--- src/rtl/wide_add_seq_pkg.sv ---
// rtl/wide_add_seq_pkg.sv - shared FSM states, default geometry and index-width helper
package wide_add_seq_pkg;

   localparam int DEF_SLICE_W    = 32;
   localparam int DEF_NUM_SLICES = 4;

   typedef enum logic [1:0] {
      ST_IDLE = 2'd0,
      ST_RUN  = 2'd1,
      ST_DONE = 2'd2
   } state_e;

   function automatic int idx_width(input int n);
      return (n > 1) ? $clog2(n) : 1;
   endfunction

endpackage

--- src/rtl/wide_add_seq_if.sv ---
// rtl/wide_add_seq_if.sv - operand/result handshake bundle; op_sub exists only with WIDE_ADD_SEQ_SUB_EN
interface wide_add_seq_if
   import wide_add_seq_pkg::*;
#(
   parameter int SLICE_W    = DEF_SLICE_W,
   parameter int NUM_SLICES = DEF_NUM_SLICES
);
   localparam int W = SLICE_W * NUM_SLICES;

   logic         in_valid;
   logic         in_ready;
   logic [W-1:0] op_a;
   logic [W-1:0] op_b;
   logic         op_cin;
`ifdef WIDE_ADD_SEQ_SUB_EN
   logic         op_sub;
`endif
   logic         out_valid;
   logic         out_ready;
   logic [W-1:0] res;
   logic         res_cout;
   logic         busy;

   modport master (
`ifdef WIDE_ADD_SEQ_SUB_EN
      output op_sub,
`endif
      output in_valid, op_a, op_b, op_cin, out_ready,
      input  in_ready, out_valid, res, res_cout, busy
   );

   modport slave (
`ifdef WIDE_ADD_SEQ_SUB_EN
      input  op_sub,
`endif
      input  in_valid, op_a, op_b, op_cin, out_ready,
      output in_ready, out_valid, res, res_cout, busy
   );

endinterface

--- src/rtl/wide_add_seq_add_slice.sv ---
// rtl/wide_add_seq_add_slice.sv - combinational W-bit adder slice with carry in/out
module add_slice #(
   parameter int W = 32
) (
   input  logic [W-1:0] a,
   input  logic [W-1:0] b,
   input  logic         cin,
   output logic [W-1:0] sum,
   output logic         cout
);

   assign {cout, sum} = {1'b0, a} + {1'b0, b} + {{W{1'b0}}, cin};

endmodule

--- src/rtl/wide_add_seq.sv ---
// rtl/wide_add_seq.sv - wide adder computed one slice per cycle through a single shared add_slice
// Optional subtract mode (A + ~B + 1) is built when WIDE_ADD_SEQ_SUB_EN is defined.
module wide_add_seq
   import wide_add_seq_pkg::*;
#(
   parameter int SLICE_W    = DEF_SLICE_W,
   parameter int NUM_SLICES = DEF_NUM_SLICES
) (
   input  logic         clk,
   input  logic         rst,
   wide_add_seq_if.slave bus
);

   localparam int W     = SLICE_W * NUM_SLICES;
   localparam int IDX_W = idx_width(NUM_SLICES);
   localparam logic [IDX_W-1:0] IDX_LAST = IDX_W'(NUM_SLICES - 1);

   localparam logic [1:0] IDLE = ST_IDLE;
   localparam logic [1:0] RUN  = ST_RUN;
   localparam logic [1:0] DONE = ST_DONE;

   logic [1:0]       state_q, state_d;
   logic [IDX_W-1:0] idx_q, idx_d;
   logic             carry_q, carry_d;
   logic [W-1:0]     a_q, a_d;
   logic [W-1:0]     b_q, b_d;
   logic [W-1:0]     res_q, res_d;
   logic             res_cout_q, res_cout_d;

   logic [SLICE_W-1:0] sl_a, sl_b, sl_sum;
   logic               sl_cout;

   always_comb begin
      sl_a = '0;
      sl_b = '0;
      for (int s = 0; s < NUM_SLICES; s++) begin
         if (idx_q == IDX_W'(s)) begin
            sl_a = a_q[s*SLICE_W +: SLICE_W];
            sl_b = b_q[s*SLICE_W +: SLICE_W];
         end
      end
   end

   add_slice #(.W(SLICE_W)) u_add (
      .a    (sl_a),
      .b    (sl_b),
      .cin  (carry_q),
      .sum  (sl_sum),
      .cout (sl_cout)
   );

   always_comb begin
      state_d    = state_q;
      idx_d      = idx_q;
      carry_d    = carry_q;
      a_d        = a_q;
      b_d        = b_q;
      res_d      = res_q;
      res_cout_d = res_cout_q;
      case (state_q)
         IDLE: begin
            if (bus.in_valid) begin
               a_d     = bus.op_a;
               b_d     = bus.op_b;
               carry_d = bus.op_cin;
`ifdef WIDE_ADD_SEQ_SUB_EN
               // Two's-complement subtract: invert B once, seed carry with 1
               if (bus.op_sub) begin
                  b_d     = ~bus.op_b;
                  carry_d = 1'b1;
               end
`endif
               idx_d   = '0;
               state_d = RUN;
            end
         end
         RUN: begin
            for (int s = 0; s < NUM_SLICES; s++) begin
               if (idx_q == IDX_W'(s)) res_d[s*SLICE_W +: SLICE_W] = sl_sum;
            end
            carry_d = sl_cout;
            if (idx_q == IDX_LAST) begin
               res_cout_d = sl_cout;
               idx_d      = '0;
               state_d    = DONE;
            end else begin
               idx_d = idx_q + 1'b1;
            end
         end
         DONE: begin
            if (bus.out_ready) state_d = IDLE;
         end
         default: state_d = IDLE;
      endcase
   end

   always_ff @(posedge clk) begin
      if (rst) begin
         state_q    <= IDLE;
         idx_q      <= '0;
         carry_q    <= 1'b0;
         a_q        <= '0;
         b_q        <= '0;
         res_q      <= '0;
         res_cout_q <= 1'b0;
      end else begin
         state_q    <= state_d;
         idx_q      <= idx_d;
         carry_q    <= carry_d;
         a_q        <= a_d;
         b_q        <= b_d;
         res_q      <= res_d;
         res_cout_q <= res_cout_d;
      end
   end

   assign bus.in_ready  = (state_q == IDLE);
   assign bus.out_valid = (state_q == DONE);
   assign bus.busy      = (state_q != IDLE);
   assign bus.res       = res_q;
   assign bus.res_cout  = res_cout_q;

endmodule
--- src/flat_wrapper.sv ---
// flat-port wrapper written by rule: the top's interface ports become plain ports
module wide_add_seq_flat import wide_add_seq_pkg::*;
#(
   parameter int SLICE_W    = DEF_SLICE_W,
   parameter int NUM_SLICES = DEF_NUM_SLICES
)
  (clk, rst, bus_in_valid, bus_op_a, bus_op_b, bus_op_cin, bus_out_ready, bus_in_ready, bus_out_valid, bus_res, bus_res_cout, bus_busy);
  wide_add_seq_if #(.SLICE_W(SLICE_W), .NUM_SLICES(NUM_SLICES)) bus_i ();
  input  logic clk;
  input  logic rst;
  input wire logic [$bits(bus_i.in_valid)-1:0] bus_in_valid;
  input wire logic [$bits(bus_i.op_a)-1:0] bus_op_a;
  input wire logic [$bits(bus_i.op_b)-1:0] bus_op_b;
  input wire logic [$bits(bus_i.op_cin)-1:0] bus_op_cin;
  input wire logic [$bits(bus_i.out_ready)-1:0] bus_out_ready;
  output wire logic [$bits(bus_i.in_ready)-1:0] bus_in_ready;
  output wire logic [$bits(bus_i.out_valid)-1:0] bus_out_valid;
  output wire logic [$bits(bus_i.res)-1:0] bus_res;
  output wire logic [$bits(bus_i.res_cout)-1:0] bus_res_cout;
  output wire logic [$bits(bus_i.busy)-1:0] bus_busy;
  assign bus_i.in_valid = bus_in_valid;
  assign bus_i.op_a = bus_op_a;
  assign bus_i.op_b = bus_op_b;
  assign bus_i.op_cin = bus_op_cin;
  assign bus_i.out_ready = bus_out_ready;
  assign bus_in_ready = bus_i.in_ready;
  assign bus_out_valid = bus_i.out_valid;
  assign bus_res = bus_i.res;
  assign bus_res_cout = bus_i.res_cout;
  assign bus_busy = bus_i.busy;
  wide_add_seq #(.SLICE_W(SLICE_W), .NUM_SLICES(NUM_SLICES)) u_core (.clk(clk), .rst(rst), .bus(bus_i));
endmodule
--- config.mk ---
export PLATFORM = sky130hd
export DESIGN_NAME = wide_add_seq_flat
export DESIGN_NICKNAME = d
export VERILOG_FILES = /design/src/rtl/wide_add_seq_pkg.sv /design/src/rtl/wide_add_seq_if.sv /design/src/rtl/wide_add_seq_add_slice.sv /design/src/rtl/wide_add_seq.sv /design/src/flat_wrapper.sv
export SDC_FILE = /design/constraint.sdc
export NUM_CORES = 1
export LEC_CHECK = 0
export CAP_MARGIN = 25
export CORE_MARGIN = 5
export CORE_UTILIZATION = 31
export DETAILED_ROUTE_END_ITERATION = 10
export PLACE_DENSITY_LB_ADDON = 0.1
export SLEW_MARGIN = 25
export SYNTH_ARGS = -nofsm -noshare
export SYNTH_HDL_FRONTEND = slang
export SYNTH_SLANG_ARGS = --single-unit
--- constraint.sdc ---
create_clock -name clk -period 11.4 [get_ports clk]
set_clock_uncertainty 0.2 [all_clocks]
set_input_delay 1.71 -clock clk [delete_from_list [all_inputs] [get_ports clk]]
set_output_delay 1.71 -clock clk [all_outputs]
set_load 0.05 [all_outputs]
# Yosys cells after proc, flatten, opt, wreduce, memory -nomap -nowiden
# Cells that the tools add are included.
[classes]
n_addsub = 3
reduce_logical = 11
muxes = 17
eq_ne = 8
[ops]
columns = ["cell", "n"]
rows = [
  ["$mux W32", 8],
  ["$add A32 B32 Y33", 1],
  ["$add A33 B1 Y33", 1],
  ["$reduce_and A2 Y1", 6],
  ["$mux W2", 5],
  ["$eq A2 B2 Y1 const B", 3],
  ["$pmux W2 S3", 1],
  ["$eq A2 B1 Y1 const B", 2],
  ["$logic_not A2 Y1", 2],
  ["$ne A2 B2 Y1 const B", 2],
  ["$pmux W2 S2", 1],
  ["$reduce_bool A2 Y1", 2],
  ["$reduce_and A3 Y1", 1],
  ["$add A2 B1 Y2 const B", 1],
  ["$ne A2 B1 Y1 const B", 1],
  ["$pmux W1 S2", 1],
  ["$mux W1", 1],
]
[totals]
out_inout_bits = 132
ff_bits = 390

# Logic depth before layout (Yosys ltp)
[depth]
ltp_word = 8
depth_mapped = 20
mapped_depth_nobuf = 18

# Hierarchy
# A second synthesis with hierarchy kept.
[unflattened]
hier_cells = 2251
hier_area_um2 = 17219.0
[modules_own_cells]
columns = ["module", "seq_area_each_um2", "n_inst", "cells_each", "area_each_um2"]
rows = [
  ["wide_add_seq", 7807.5, 1, 2010, 15481.1],
  ["add_slice", 0.0, 1, 241, 1737.9],
]

# Worst setup path after synthesis
# No wires, ideal clock.
[synth_path]
path_kind = "register -> register"
from = "register u_core.idx_q[0]"
to = "register u_core.res_q[16] (netlist: u_core.bus.res[16])"
t_arrival_ps = 3553
setup_time_ps = 122
slack_ps = 7525
path_stages_with_launch = 18
required_time_ps = 11078
cell_sequence = "dfxtp_1 > ha_1 > clkbuf_1 > clkbuf_1 > a21oi_1 > nor2_1 > a21oi_1 > nor2_1 > a21oi_1 > fa_1 > fa_1 > nor2b_1 > o21ai_0 > a21boi_1 > o21ai_2 > o21bai_2 > nor3_1 > a311o_1"
[synth_via]
elab_chain_cells = 7
word_cells_on_any_way = 15
classes_between = "2 x add/sub; 3 x eq/ne; 8 x mux; 2 x reduce/logical"
[synth_lines]
columns = ["element", "line_no", "source"]
rows = [
  ["start, declared", "wide_add_seq.sv:23", "logic [IDX_W-1:0] idx_q, idx_d;"],
  ["start signal, assigned", "wide_add_seq.sv:108", "idx_q <= idx_d;"],
  ["$logic_not A2 Y1", "wide_add_seq.sv:37, wide_add_seq.sv:79", ""],
  ["$mux W32 (4 in a row)", "wide_add_seq.sv:37", "if (idx_q == IDX_W'(s)) begin"],
  ["$add A32 B32 Y33", "wide_add_seq_add_slice.sv:12", "assign {cout, sum} = {1'b0, a} + {1'b0, b} + {{W{1'b0}}, cin};"],
  ["$add A33 B1 Y33", "wide_add_seq_add_slice.sv:12", ""],
  ["end signal, assigned", "wide_add_seq.sv:112", "res_q <= res_d;"],
  ["end, declared", "wide_add_seq.sv:27", "logic [W-1:0] res_q, res_d;"],
]
# Parallel ways exist; a longest one is shown, timed or not.
# A chain may end at the register's enable or synchronous reset.

# Final worst setup path
[layout_path]
from = "register u_core.idx_q[0]"
to = "register u_core.res_q[60] (netlist: u_core.bus.res[60])"
[layout_via]
elab_chain_cells = 7
word_cells_on_any_way = 15
classes_between = "2 x add/sub; 3 x eq/ne; 8 x mux; 2 x reduce/logical"
[layout_lines]
columns = ["element", "line_no"]
rows = [
  ["$logic_not A2 Y1", "wide_add_seq.sv:37"],
  ["$mux W32 (4 in a row)", "wide_add_seq.sv:37"],
  ["$add A32 B32 Y33", "wide_add_seq_add_slice.sv:12"],
  ["$add A33 B1 Y33", "wide_add_seq_add_slice.sv:12"],
]
# Parallel ways exist; a longest one is shown, timed or not.

==> impl_metrics.tcl <==
set metrics [dict create \
    outcome "finished clean" \
    synth-seq-cells 390 \
    synth_nets 2796 \
    fin_ws_ns 5.81 \
    avgRoutedWirePerCell_microns 19.9 \
    clock_latency_ns 0.59 \
    yosysMostFrequentCell "nand2_1" \
    drive_above_1_share 0.0433 \
    place_congestion 0.871 \
    path_max_fanout 78 \
    grt_overflow 0 \
    grt_pass1_wl_mm 106 \
    ys_warn_count 0 \
    nets 3059 \
    cp-end-kind "flip-flop" \
    fin_crit_sh 0.490 \
    hold_viol 0 \
    postPlaceCellArea_sq_um 22300 \
    cts_sinks 390 \
    port_buffers 392 \
    r2r_start "u_core.idx_q[0]" \
    grt_setup_unrepaired "false" \
    postRouteAntennaNets 0 \
    pre_cts_slack_ns 5.77 \
    clkPwrFrac 0.418 \
    power.leakage_nw 8.62 \
    synth_area_sq_um 17900 \
    drt_wl_total_mm 70.9 \
    synthAdderAreaFrac 0.0266 \
    fp-row-count 88 \
    hold_path.class "reg -> reg" \
    post_cts_buffers 0 \
    antenna_found_initial 8 \
    grt_use_total 0.213 \
    grt_pass1_vias 17300 \
    fmax_mhz 179 \
    clock-root-buffer "clkbuf_16" \
    p_int_mw 2.49 \
    hold_buffers 0 \
    reg2reg_to "u_core.bus.res[60]" \
    dieHeight_microns 251 \
    setup_viol 0 \
    dpl.hpwl_mm 52.4 \
    ff2ff_path_depth 15 \
    synth_top_area_share 0.435 \
    synth.avg_cell_area_sq_um 7.18 \
    synth.distinct_cells 69 \
    clk_path_buf_depth 3 \
    power.density_nw_per_um2 146 \
    synth-simple-area-share 0.253 \
    cap_violations 0 \
    worstSetupPathType "reg -> reg" \
    htreeDepth 2 \
    core_sq_um 57500 \
    grt_max_degree 214 \
    initialDrtViolationCount 1248 \
    postSynthCellCount 2498 \
    p_sw_frac 0.283 \
    drc_errors 0 \
    ctsResizeCount 0 \
    ys.flop_type "dfxtp_1" \
    crit_arrival_ns 5.81 \
    synth-compound-area-share 0.226 \
    path_clk_slew_ns 0.06 \
    slew_headroom 0.201 \
    combPwrFrac 0.160 \
    startpoint_type "flip-flop" \
    worstPathRequired_ns 11.62 \
    drt-vias-per-instance 5.02 \
    maxSlewViolCount 0 \
    synth_edf_count 0 \
    ys_seq_area_frac 0.435 \
    dieArea_sq_um 62800 \
    synthXorXnorAreaFrac 0.00781 \
    initial_utilization 0.312 \
    area_delta_synth_final_pct 32.6 \
    tritoncts "done" \
    ios 393 \
    cts_buffers 46 \
    synth_top_family_by_area "simple AND/OR/NAND/NOR gates" \
    worst_pin_slew_ns 1.20 \
    vias 17900 \
    whs_path_depth 2 \
    switchingPower_mw 0.985 \
    max-vdd-ir-drop_uv 107 \
    synthMuxAreaShare 0.00607 \
    drt_pass1_iterations 5 \
    ys_top_cells_by_count "nand2_1, a21oi_1, dfxtp_1" \
    final_area_sq_um 23800 \
    hold_end "u_core.bus.res[7]" \
    share_seq_of_total_power 0.421 \
    postSynth.asyncResetShare 0 \
    min_period_ns 5.59 \
    synthTopCellsByArea "dfxtp_1, nand2_1, a21oi_1, nor2_1, clkbuf_1" \
    yosysTopAreaCell "dfxtp_1" \
    min_from "u_core.bus.res[7]" \
    die_x_microns 251 \
    r2r_setup_slack_ns 5.81 \
    final.setup.tns_ns 0 \
]
==> metal layers <==
metal  GRT usage  wire length [microns]  vias to the layer above
met4      0.0457                   1400                       10
met5           0                     69                        -
met2       0.352                  33000                      458
li1            -                      -                     8956
met3      0.0459                   3990                       86
met1       0.288                  32400                     8380
==> power groups by stage <==
stage	Sequential (mW)	Combinational [mW]	Clock, mW
6_report	1.46	0.558	1.45
5_1_grt	1.47	0.608	1.55
4_1_cts	1.46	0.564	1.49
3_5_place_dp	1.49	0.562	0
3_3_place_gp	1.49	0.559	0
2_1_floorplan	1.52	0.276	0
==> area by class of cell <==
| cell class | count | area (sq um) |
|---|---|---|
| clock buffer | 75 | 1400 |
| timing repair buffer | 411 | 4080 |
| sequential | 390 | 7810 |
| multi-input combinational | 1898 | 9390 |
| tap | 765 | 957 |
| clock inverter | 8 | 83.8 |
| inverter | 14 | 52.6 |
| fill | 6097 | 33700 |
| antenna | 2 | 5.00 |
==> through the flow <==
| stage | hold WS [ns] | cells | utilization | power [mW] |
|---|---|---|---|---|
| CTS | 0.254 | 3561 | 0.414 | 3.52 |
| finish | 0.251 | 3563 | 0.414 | 3.48 |
| global placement | 0.243 | 3478 | 0.388 | 2.05 |
| detailed placement | 0.246 | 3478 | 0.388 | 2.06 |
| floorplan | 0.237 | 2498 | - | 1.80 |
| global route | 0.267 | 3562 | 0.414 | 3.63 |
==> registers in the layout, indices dropped and copies added, names as in the netlist <==
name,cells
u_core.a_q,128
u_core.b_q,128
u_core.state_q,2
u_core.bus.res_cout,1
u_core.idx_q,2
u_core.carry_q,1
u_core.bus.res,128
==> critical path, stage by stage (launching register included) <==
cell and delay (ns):
dfxtp_1 0.49, ha_4 0.55, buf_4 0.70, nor2_1 0.10
a21oi_1 0.28, nor2_1 0.09, a21oi_1 0.19, o21ai_0 0.20
ha_1 0.55, nand2_1 0.15, nor3_1 0.54, a221oi_1 0.23
a221oi_1 0.28, o22ai_1 0.16, xor2_1 0.47, a211oi_1 0.15
==> cells by family (layout without fill, tap and decap cells) <==
| kind of cell | after synthesis | in the layout |
|---|---|---|
| adders and majority gates | 37 | 37 |
| AOI/OAI and AO/OA | 721 | 721 |
| muxes | 10 | 10 |
| DFF | 390 | 390 |
| other | 0 | 2 |
| buffers and inverters | 210 | 508 |
| xor gates and xnor gates | 16 | 16 |
| and+or+nand+nor | 1114 | 1114 |
==> worst max path at each step <==
stage | start | end | slack, ns | cells past startpoint
2_1_floorplan | u_core.idx_q[0] | u_core.bus.res[16] | 7.52 | 17
3_3_place_gp | u_core.idx_q[1] | u_core.bus.res[28] | 5.71 | 16
3_5_place_dp | u_core.idx_q[0] | u_core.bus.res[60] | 5.77 | 15
4_1_cts | u_core.idx_q[0] | u_core.bus.res[60] | 5.76 | 15
5_1_grt | u_core.idx_q[1] | u_core.bus.res[28] | 5.28 | 16
6_report | u_core.idx_q[0] | u_core.bus.res[60] | 5.81 | 15
==> cell usage in the layout, fill, tap and decap left out, types with 6 or more instances in the layout <==
cell type	count
a211oi_1	38
clkdlybuf4s50_1	391
nand2_1	766
o211ai_1	11
a21o_1	12
a21oi_1	474
nor3_1	13
clkbuf_16	47
xnor2_1	8
a31oi_1	7
o21ai_0	113
nand3b_1	28
nor4_1	6
clkbuf_8	12
nand3_1	40
and3_1	7
nand2b_1	10
xor2_1	8
mux2_2	7
buf_4	18
dfxtp_1	390
nand4_1	12
nor2b_1	8
o21a_1	9
nor2_1	199
or4_1	6
clkbuf_1	16
inv_1	14
ha_1	31
(Power assumes the default switching activity.)
==> variant, RTL diff (same settings) <==
The package constant `DEF_NUM_SLICES` goes from 4 to 6.
--- a/src/rtl/wide_add_seq_pkg.sv
+++ b/src/rtl/wide_add_seq_pkg.sv
@@ -2,7 +2,7 @@
 package wide_add_seq_pkg;
 
    localparam int DEF_SLICE_W    = 32;
-   localparam int DEF_NUM_SLICES = 4;
+   localparam int DEF_NUM_SLICES = 6;
 
    typedef enum logic [1:0] {
       ST_IDLE = 2'd0,
Interface: changed (resized bus_op_a, bus_op_b and bus_res); port bits go from 393 to 585. No check against the original RTL was run, so the function may have changed too.
==> variant against the unedited design <==
  * Clock power is 50% higher
  * Final area is 43% higher
  * Setup slack lost 650 ps
  * Largest cell class unchanged
  * Core utilization increased by 0.81 points
  * Combinational power grew 28%
  * Worst hold slack improved by 0.74 ps
  * Synthesized area up 41%
  * Synthesized cell count up 34%
  * Wire length up 52%
  * Sequential power increased by 49%
  * Power rose by 46%
  * Sequential cell count grew 193
  * Final cell count grew 37%
==> variant: results (changes against the unedited design) <==
stage	metric	value	unit	change
run_status	outcome	complete, no violations		
global_route	vias in the first global route	23626		+36%
global_route	met2 Resource Use GR	0.3808		+0.02855
drt	met2 WL	50.09	mm	+52%
synthesis	adder-cell share of the synthesized area	0.01738		-0.009265
pwr	peak supply drop	0.1070	mV	-0.36%
pwr	clock power share	0.429		+0.011
pwr	Reg power frac	0.430		+0.009
clock_tree	Clock Latency Late Sink	630	ps	+40 ps
synthesis	share of the synthesized area in the top cell type	0.4606		+0.02531
cells_and_area	nets	4184		+37%
critical_path	r2r worst-path depth	14		-1
global_route	M3 GR Usage	0.04748		+0.001586
timing	relative slew slack	0.2941		+0.09260
synthesis	syn nets	3763		+35%
synthesis	proportion of synthesized area in mux cells	0.02878		+0.02272
cells_and_area	share of cells above drive strength 1	0.04678		+0.003504
synthesis	top cells by area, synth	dfxtp_1, nand2_1, a21oi_1, clkbuf_1, mux2i_1		
drt	Iteration-0 DRC Markers	2066		+66%
pwr	Leakage	11.96	nW	+39%
placed_design	number of port buffers	584		+49%
placed_design	DP Wirelength	78.32	mm	+49%
synthesis	sequential area share after synthesis	0.4606		+0.02531
pwr	NetSw	0.001396	W	+42%
cells_and_area	fillcell total	8425		+38%
global_route	largest net degree at the start of global routing	205		-4.2%
global_route	first-pass GRT wire length	155.4	mm	+47%
synthesis	most frequent cells after synthesis	nand2_1, dfxtp_1, a21oi_1, clkbuf_1, nor2_1		
timing	final-report hold violation count	0		unchanged
drt	routed metal-1 wirelength	48.41	mm	+49%
critical_path	CP Max Fanout	84		+7.7%
critical_path	CP arrival	6560	ps	+750 ps
synthesis	Ys Warns	0		unchanged
drt	routed wl met3	6.859	mm	+72%
synthesis	Synth Area in XOR/XNOR	0.006567		-0.001245
drt	TritonRoute pass-1 iters	5		unchanged
clock_tree	H-tree Lvls	3		+1
clock_tree	CTS Buf Count	68		+48%
placed_design	Cell Count Post-Placement	4751		+37%
global_route	GRT met1 Usage	0.3199		+0.03201
drt	# DRC	0		unchanged
placed_design	dpl cell area	0.03187	mm2	+43%
drt	Vias	24701		+38%
global_route	all-layer global routing usage	0.2339		+0.02070
synthesis	Synth Area in Compound Gates	0.2100		-0.01610
cells_and_area	Cell Count, Final, Fillers Out	4869		+37%
clock_tree	post-CTS sizing	0		unchanged
global_route	initial antenna violation count	16		+8
## variant: cell types whose count changed in the layout (fill, tap and decap cells not counted), moves of 46 or more
cell             unedited run  this run
dfxtp_1                   390       581
a21oi_1                   474       524
o31ai_1                     0        63
a221oi_1                    3        64
nand2_1                   766      1110
nor2_1                    199       153
mux2i_1                     3        65
clkdlybuf4s50_1           391       583
## variant: worst max-delay path, cell delays in order (launching register included)
cell and delay, ps:
dfxtp_4 570, nor2b_4 630, and2_4 590, buf_4 710, a21oi_1 200, fa_1 420, inv_1 90, fa_1 220
a21oi_1 100, nand4b_2 280, a2111oi_1 680, o211ai_1 340, a31oi_1 800, nand3_1 160, o211ai_1 150
## variant: layout make-up
type	instances	area (um2)	area share
Multi-Input combinational cell	2475	12660	0.3715
Clock buffer	98	1997	0.05858
Antenna cell	4	10.01	0.0002937
Sequential cell	583	11680	0.3425
Tap cell	1060	1326	0.03891
Timing Repair Buffer	623	6168	0.1810
Clock inverter	16	207.7	0.006093
Inverter	10	37.54	0.001101
## variant: per-stage QoR
step | total power [W] | setup slack, ps | hold WS (ps) | utilization
after global routing | 0.005265 | 4720 | 266.2 | 0.4217
after detailed placement | 0.002939 | 5250 | 245.4 | 0.3944
after floorplan | 0.002571 | 6661 | 235.7 | -
final | 0.005065 | 5163 | 252.0 | 0.4218
after global placement | 0.002938 | 5336 | 240.8 | 0.3944
after CTS | 0.005127 | 5244 | 253.1 | 0.4217
## variant: worst paths after layout
check	startpoint	slack [ps]	end
worst min register to register	u_core.bus.res[161]	250	u_core.bus.res[161]
worst min-delay path	u_core.bus.res[161]	250	u_core.bus.res[161]
worst max register to register	u_core.idx_q[1]	5160	u_core.bus.res[26]
worst max-delay path	u_core.idx_q[1]	5160	u_core.bus.res[26]
